`src/rtl/cga_pixel_shifter_if.sv`:
```
// Character-cell inputs and RGBI pixel outputs of the CGA pixel shifter.
// The master drives cell data and timing; the slave is the shifter itself.
interface cga_pixel_shifter_if;
    logic       pix_en;
    logic       load;
    logic [7:0] char_bits;
    logic [7:0] attr;
    logic       cursor;
    logic       disp_en;
    logic       blank;
    logic       vsync;
    logic       mode_hires;
    logic       blink_en;
    logic [3:0] color_sel;
    logic       r_out;
    logic       g_out;
    logic       b_out;
    logic       i_out;

    modport master (
        output pix_en, load, char_bits, attr, cursor, disp_en, blank, vsync,
               mode_hires, blink_en, color_sel,
        input  r_out, g_out, b_out, i_out
    );

    modport slave (
        input  pix_en, load, char_bits, attr, cursor, disp_en, blank, vsync,
               mode_hires, blink_en, color_sel,
        output r_out, g_out, b_out, i_out
    );
endinterface

```
`src/rtl/cga_pixel_shifter.sv`:
```
// Text/hi-res pixel serializer: shifts one font byte per cell out as RGBI pixels,
// applying attribute decode, blink, cursor overlay, border colour and blanking.
module cga_pixel_shifter #(
    parameter int unsigned CURSOR_BLINK_BIT = 3,
    parameter int unsigned CHAR_BLINK_BIT   = 4,
    parameter int unsigned FCNT_W           = 5
) (
    input logic                clk,
    input logic                rst,
    cga_pixel_shifter_if.slave bus
);

    logic [7:0]        r_shreg;
    logic [7:0]        r_attr;
    logic              r_cursor;
    logic              r_disp_en;
    logic [3:0]        r_irgb;
    logic [FCNT_W-1:0] r_fcnt;
    logic              r_vsync_d;

    logic       w_pixel;
    logic       w_blink_hide;
    logic       w_cursor_on;
    logic       w_fg_on;
    logic [3:0] w_bg;
    logic [3:0] w_text;
    logic [3:0] w_next_irgb;

    // Frame counter runs on the raw clock so no vsync edge is lost between pixel enables.
    always_ff @(posedge clk or posedge rst) begin
        if (rst) begin
            r_vsync_d <= 1'b0;
            r_fcnt    <= '0;
        end else begin
            r_vsync_d <= bus.vsync;
            if (bus.vsync && !r_vsync_d) begin
                r_fcnt <= r_fcnt + FCNT_W'(1);
            end
        end
    end

    assign w_pixel      = r_shreg[7];
    assign w_blink_hide = bus.blink_en & r_attr[7] & r_fcnt[CHAR_BLINK_BIT];
    assign w_cursor_on  = r_cursor & r_fcnt[CURSOR_BLINK_BIT];
    assign w_fg_on      = (w_pixel & ~w_blink_hide) | w_cursor_on;
    assign w_bg         = bus.blink_en ? {1'b0, r_attr[6:4]} : r_attr[7:4];
    assign w_text       = w_fg_on ? r_attr[3:0] : w_bg;

    always_comb begin
        w_next_irgb = 4'h0;
        if (bus.blank) begin
            w_next_irgb = 4'h0;
        end else if (!r_disp_en) begin
            w_next_irgb = bus.color_sel;
        end else if (bus.mode_hires) begin
            w_next_irgb = w_pixel ? bus.color_sel : 4'h0;
        end else begin
            w_next_irgb = w_text;
        end
    end

    // Output sees the pre-edge shifter/cell state, giving one enable of latency after a load.
    always_ff @(posedge clk or posedge rst) begin
        if (rst) begin
            r_shreg   <= 8'h00;
            r_attr    <= 8'h00;
            r_cursor  <= 1'b0;
            r_disp_en <= 1'b0;
            r_irgb    <= 4'h0;
        end else if (bus.pix_en) begin
            r_irgb <= w_next_irgb;
            if (bus.load) begin
                r_shreg   <= bus.char_bits;
                r_attr    <= bus.attr;
                r_cursor  <= bus.cursor;
                r_disp_en <= bus.disp_en;
            end else begin
                r_shreg <= {r_shreg[6:0], 1'b0};
            end
        end
    end

    assign bus.i_out = r_irgb[3];
    assign bus.r_out = r_irgb[2];
    assign bus.g_out = r_irgb[1];
    assign bus.b_out = r_irgb[0];

endmodule
```
`src/flat_wrapper.sv`:
```
// flat-port wrapper written by rule: the top's interface ports become plain ports
module cga_pixel_shifter_flat 
#(
    parameter int unsigned CURSOR_BLINK_BIT = 3,
    parameter int unsigned CHAR_BLINK_BIT   = 4,
    parameter int unsigned FCNT_W           = 5
)
  (clk, rst, bus_pix_en, bus_load, bus_char_bits, bus_attr, bus_cursor, bus_disp_en, bus_blank, bus_vsync, bus_mode_hires, bus_blink_en, bus_color_sel, bus_r_out, bus_g_out, bus_b_out, bus_i_out);
  cga_pixel_shifter_if bus_i ();
  input logic clk;
  input logic rst;
  input wire logic [$bits(bus_i.pix_en)-1:0] bus_pix_en;
  input wire logic [$bits(bus_i.load)-1:0] bus_load;
  input wire logic [$bits(bus_i.char_bits)-1:0] bus_char_bits;
  input wire logic [$bits(bus_i.attr)-1:0] bus_attr;
  input wire logic [$bits(bus_i.cursor)-1:0] bus_cursor;
  input wire logic [$bits(bus_i.disp_en)-1:0] bus_disp_en;
  input wire logic [$bits(bus_i.blank)-1:0] bus_blank;
  input wire logic [$bits(bus_i.vsync)-1:0] bus_vsync;
  input wire logic [$bits(bus_i.mode_hires)-1:0] bus_mode_hires;
  input wire logic [$bits(bus_i.blink_en)-1:0] bus_blink_en;
  input wire logic [$bits(bus_i.color_sel)-1:0] bus_color_sel;
  output wire logic [$bits(bus_i.r_out)-1:0] bus_r_out;
  output wire logic [$bits(bus_i.g_out)-1:0] bus_g_out;
  output wire logic [$bits(bus_i.b_out)-1:0] bus_b_out;
  output wire logic [$bits(bus_i.i_out)-1:0] bus_i_out;
  assign bus_i.pix_en = bus_pix_en;
  assign bus_i.load = bus_load;
  assign bus_i.char_bits = bus_char_bits;
  assign bus_i.attr = bus_attr;
  assign bus_i.cursor = bus_cursor;
  assign bus_i.disp_en = bus_disp_en;
  assign bus_i.blank = bus_blank;
  assign bus_i.vsync = bus_vsync;
  assign bus_i.mode_hires = bus_mode_hires;
  assign bus_i.blink_en = bus_blink_en;
  assign bus_i.color_sel = bus_color_sel;
  assign bus_r_out = bus_i.r_out;
  assign bus_g_out = bus_i.g_out;
  assign bus_b_out = bus_i.b_out;
  assign bus_i_out = bus_i.i_out;
  cga_pixel_shifter #(.CURSOR_BLINK_BIT(CURSOR_BLINK_BIT), .CHAR_BLINK_BIT(CHAR_BLINK_BIT), .FCNT_W(FCNT_W)) u_core (.clk(clk), .rst(rst), .bus(bus_i));
endmodule
```
`config.mk`:
```
export PLATFORM = sky130hd
export DESIGN_NAME = cga_pixel_shifter_flat
export DESIGN_NICKNAME = d
export VERILOG_FILES = /design/src/rtl/cga_pixel_shifter_if.sv /design/src/rtl/cga_pixel_shifter.sv /design/src/flat_wrapper.sv
export SDC_FILE = /design/constraint.sdc
export NUM_CORES = 1
export LEC_CHECK = 0
export BUFFER_PORTS_ARGS = -buffer_cell sky130_fd_sc_hd__buf_2
export CORE_MARGIN = 2
export CORE_UTILIZATION = 47
export CTS_BUF_LIST = sky130_fd_sc_hd__clkbuf_8
export CTS_CLUSTER_DIAMETER = 200
export DETAILED_ROUTE_END_ITERATION = 10
export PLACE_DENSITY = 0.72
export SYNTH_ARGS = -nofsm -noshare
export SYNTH_HDL_FRONTEND = slang
export SYNTH_SLANG_ARGS = --single-unit
```
`constraint.sdc`:
```
create_clock -name clk -period 3.15 [get_ports clk]
set_input_delay 0.1575 -clock clk [delete_from_list [all_inputs] [get_ports clk]]
set_output_delay 0.1575 -clock clk [all_outputs]
set_load 0.1 [all_outputs]
```
-- Word-level counts from Yosys, hierarchy flattened
Cells that the tools add are included.
- multiplexer cells: 7
- bitwise logic cells: 6
- $add $sub $neg: 1
- reductions and logical operators: 3
- operators with widths (operator ; number):
    two-way mux 4 bit ; 6
    two-way mux 8 bit ; 1
    adder 5 x 1 -> 5 bit (second input constant) ; 1
    AND 1 bit ; 4
    AND reduction 2 bit ; 1
    logical AND 1 bit ; 1
    zero test 1 bit ; 1
    NOT 1 bit ; 1
    OR 1 bit ; 1
- register bits after elaboration: 28
- output and inout bits: 4

-- Depth between registers and ports, before layout
- word-level depth: 9
- gate-level depth with buffers: 4
- depth with buffers taken out: 4

-- Worst setup path after synthesis
Ideal clock, no wire load.
- kind: reg2reg
- start: reg u_core.r_irgb[0] (netlist name)
- end: reg u_core.r_irgb[0]
- data arrival time: 1.195 ns
- setup slack: 1.873 ns
- stages on the path, launching flop included: 3
- path buffers: 0
- required time: 3.068 ns
- clock period less this slack: 1.277 ns
- cells stage by stage: dfrtp_1 > o21ai_0 > a31oi_1
- RTL lines (item ; RTL line ; RTL):
    end signal: assignment ; cga_pixel_shifter.sv:71 ; r_irgb <= w_next_irgb;
    end: declaration ; cga_pixel_shifter.sv:17 ; logic [3:0] r_irgb;

-- Worst setup path in the final report
- start: in bus_vsync
- end: reg u_core.r_fcnt[1]
- cells in the longest elaborated chain, start to end: 1
- ends and longest elaborated chain (item ; RTL line ; RTL):
    start: declaration ; flat_wrapper.sv:19 ; input wire logic [$bits(bus_i.vsync)-1:0] bus_vsync;
    logical AND 1 bit ; cga_pixel_shifter.sv:36 ; if (bus.vsync && !r_vsync_d) begin
    end signal: assignment ; cga_pixel_shifter.sv:37 ; r_fcnt <= r_fcnt + FCNT_W'(1);
    end: declaration ; cga_pixel_shifter.sv:18 ; logic [FCNT_W-1:0] r_fcnt;
Every way passes these cells.
A chain may end at the register's enable or synchronous reset.

==> flow_summary.json <==
{
  "drt_iter0_drc": 21,
  "cts_buffers": 3,
  "timing.final.crit_period_ps": 1327,
  "drt_wl_total_um": 2243,
  "cts_root_buffer": "clkbuf_8",
  "antenna_found_initial": 0,
  "synth_area_um2": 1279,
  "grt_usage_pct": 15.70,
  "cts_sinks": 28,
  "dieArea_um2": 3154,
  "p_per_area_nw_per_um2": 603.6,
  "worstPathMaxFanout": 5,
  "place_congestion": 0.8224,
  "viasPerCell": 5.188,
  "tightestPinTransition_ps": 1036,
  "period_share_pct": 42.13,
  "rows": 18,
  "final_area_um2": 1511,
  "die_h_um": 56.16,
  "outcome": "complete, no violations",
  "port-buffer-count": 33,
  "n_fill_cell": 229,
  "hold_class": "in -> reg",
  "max_freq_mhz": 753.5,
  "start_util_pct": 50.69,
  "vdd_drop_max_mv": 0.3830,
  "ctsHoldBuffers": 1,
  "worstPathRequired_ps": 3310,
  "highest_layer": "met4",
  "cp-end-kind": "flop",
  "cts.repair.resized": 0,
  "n_antenna_cell": 0,
  "regArea_um2": 700.7,
  "wire_per_inst_um": 12.74,
  "htreeDepth": 1,
  "synth-seq-cells": 28,
  "grt_max_degree": 29,
  "clk_latency_ps": 270,
  "dp_cells": 172,
  "power.leakage_nw": 0.7262,
  "finalNonFillerCells": 176,
  "worst_setup_path_start_kind": "primary input",
  "syn_nets": 144,
  "vias": 913,
  "antenna_left": 0,
  "routed-wl-met2_um": 999,
  "relSlewSlack_pct": 30.87,
  "hpwl_um": 1683,
  "ios": 34,
  "tritoncts": "built",
  "drive_gt1_share_pct": 27.40,
  "tns_ps": 0,
  "drv_slew": 0,
  "synth_warnings": 0,
  "drc": 0,
  "arrival_ps": 1490,
  "path_class": "in -> reg",
  "seq_area_frac_synth_pct": 54.79,
  "grt_pass1_wl_um": 3953,
  "wl_met3_um": 130,
  "area_growth_pct": 18.20,
  "synth_cells": 113,
  "dr.pass1.iters": 4,
  "core_area_um2": 2522,
  "multiInputGateArea_um2": 534.3,
  "dpl-instance-area_um2": 1460,
  "finalNetCount": 179,
  "maxCapViolCount": 0,
  "clk_pin_slew_ps": 90,
  "cts.path.max_buffers": 2,
  "setup_viol": 0,
  "rsz0062_at_grt": "no",
  "wl_met1_um": 1088,
  "synth_cell_types": 27,
  "hold_viol": 0,
  "grt_pass1_vias": 919,
  "syn_avg_cell_area_um2": 11.32,
  "die_w_um": 56.16,
  "fin_skew_ps": 0.7877,
  "overflow": 0,
  "cts_setup_buffers": 0
}
worst max-delay path, stage by stage:
cell           delay [ps]
dlygate4sd3_1         520
buf_2                 100
nor2b_1               340
mux2_2                380
placed cells by master, fill, tap and decap left out, types with 2 or more instances in the layout:
cell type	synthesis	final
o21ai_0	5	5
a21oi_1	7	7
a31oi_1	7	7
buf_2	2	33
mux2i_1	7	7
nand2_1	9	9
mux2_1	10	10
and4_1	3	3
o21ai_1	4	4
dfrtp_1	28	28
clkbuf_8	0	3
nand4_1	2	2
inv_1	6	6
xnor2_1	3	3
nor2_1	7	7
cell usage after synthesis:
| library cell | count | area, µm² |
|---|---|---|
| xor2_1 | 1 | 8.760 |
| o21ai_1 | 4 | 20.02 |
| nand2_1 | 9 | 33.78 |
| mux2i_1 | 7 | 70.07 |
| and4b_1 | 1 | 10.01 |
| a21oi_1 | 7 | 35.03 |
| buf_4 | 1 | 7.510 |
| nand4_1 | 2 | 12.51 |
| nand2_2 | 1 | 6.260 |
| dfrtp_1 | 28 | 700.7 |
| a31oi_1 | 7 | 43.79 |
| nor2b_1 | 1 | 6.260 |
| and4_1 | 3 | 26.28 |
| o21ai_0 | 5 | 25.02 |
| inv_1 | 6 | 22.52 |
| nand3_1 | 1 | 5.000 |
| nand2b_1 | 1 | 6.260 |
| and2b_1 | 1 | 7.510 |
| ha_1 | 1 | 12.51 |
| a31oi_2 | 1 | 12.51 |
| mux2_1 | 10 | 112.6 |
| a21bo_4 | 1 | 16.27 |
| clkbuf_1 | 1 | 3.750 |
| nor2_1 | 7 | 26.28 |
| xnor2_1 | 3 | 26.28 |
| mux2_2 | 1 | 11.26 |
| buf_2 | 2 | 10.01 |
state kept, by name (all words and copies together) (netlist names):
signal	cells
u_core.r_fcnt	5
u_core.r_attr	8
u_core.r_irgb	4
u_core.r_disp_en	1
u_core.r_cursor	1
u_core.r_shreg	8
u_core.r_vsync_d	1
worst paths after layout:
path | startpoint | endpoint | slack, ps | depth (start not counted)
worst max-delay path | bus_vsync | u_core.r_fcnt[1] | 1820 | 4
worst max register to register | u_core.r_attr[7] | u_core.r_irgb[1] | 1920 | 4
worst min-delay path | bus_cursor | u_core.r_cursor | 90 | 2
min in group asynchronous | rst | u_core.r_shreg[5] | 130 | 2
worst min register to register | u_core.r_fcnt[4] | u_core.r_fcnt[4] | 500 | 1
max in group asynchronous | rst | u_core.r_attr[0] | 2400 | 2
metal layers:
layer / up-vias / GRT usage (%)
met5: - / 0
met4: 0 / 6.122
met3: 4 / 2.791
met2: 26 / 26.22
met1: 417 / 20.12
li1: 466 / -
area by class of cell:
cell class,instances,share of cell area (%)
Timing Repair Buffer,34,11.59
Tap cell,30,2.483
Inverter,6,1.490
Multi-Input combinational cell,75,35.35
Sequential cell,28,46.36
Clock buffer,3,2.732
power breakdown:
group / switching [mW] / total (mW) / leakage (nW) / internal (mW)
clock network: 0.104 / 0.190 / 0.0216 / 0.0858
logic: 0.140 / 0.238 / 0.376 / 0.0984
registers: 0.0528 / 0.484 / 0.329 / 0.431
total: 0.297 / 0.912 / 0.726 / 0.616
cell families (layout without fill, tap and decap cells):
logic type                 Yosys count  count (layout)  share of synthesized area, %
DFF                                 28              28                         54.79
buffers and inverters               10              43                         3.425
adders and majority gates            1               1                        0.9783
AOI/OAI and AO/OA                   25              25                         11.94
muxes                               18              18                         15.17
xor gates and xnor gates             4               4                         2.740
and+or+nand+nor                     27              27                         10.96
through the flow:
| stage | hold WS [ps] | utilization (%) | setup WS (ps) | power [mW] |
|---|---|---|---|---|
| floorplan | 188.9 | - | 1873 | 0.6706 |
| global placement | 277.9 | 57.89 | 1889 | 0.7191 |
| detailed placement | 278.5 | 57.89 | 1862 | 0.7308 |
| CTS | 85.89 | 59.92 | 1838 | 0.9235 |
| global route | 94.60 | 59.92 | 1780 | 0.9668 |
| finish | 89.81 | 59.92 | 1823 | 0.9123 |
(Power assumes the default switching activity.)
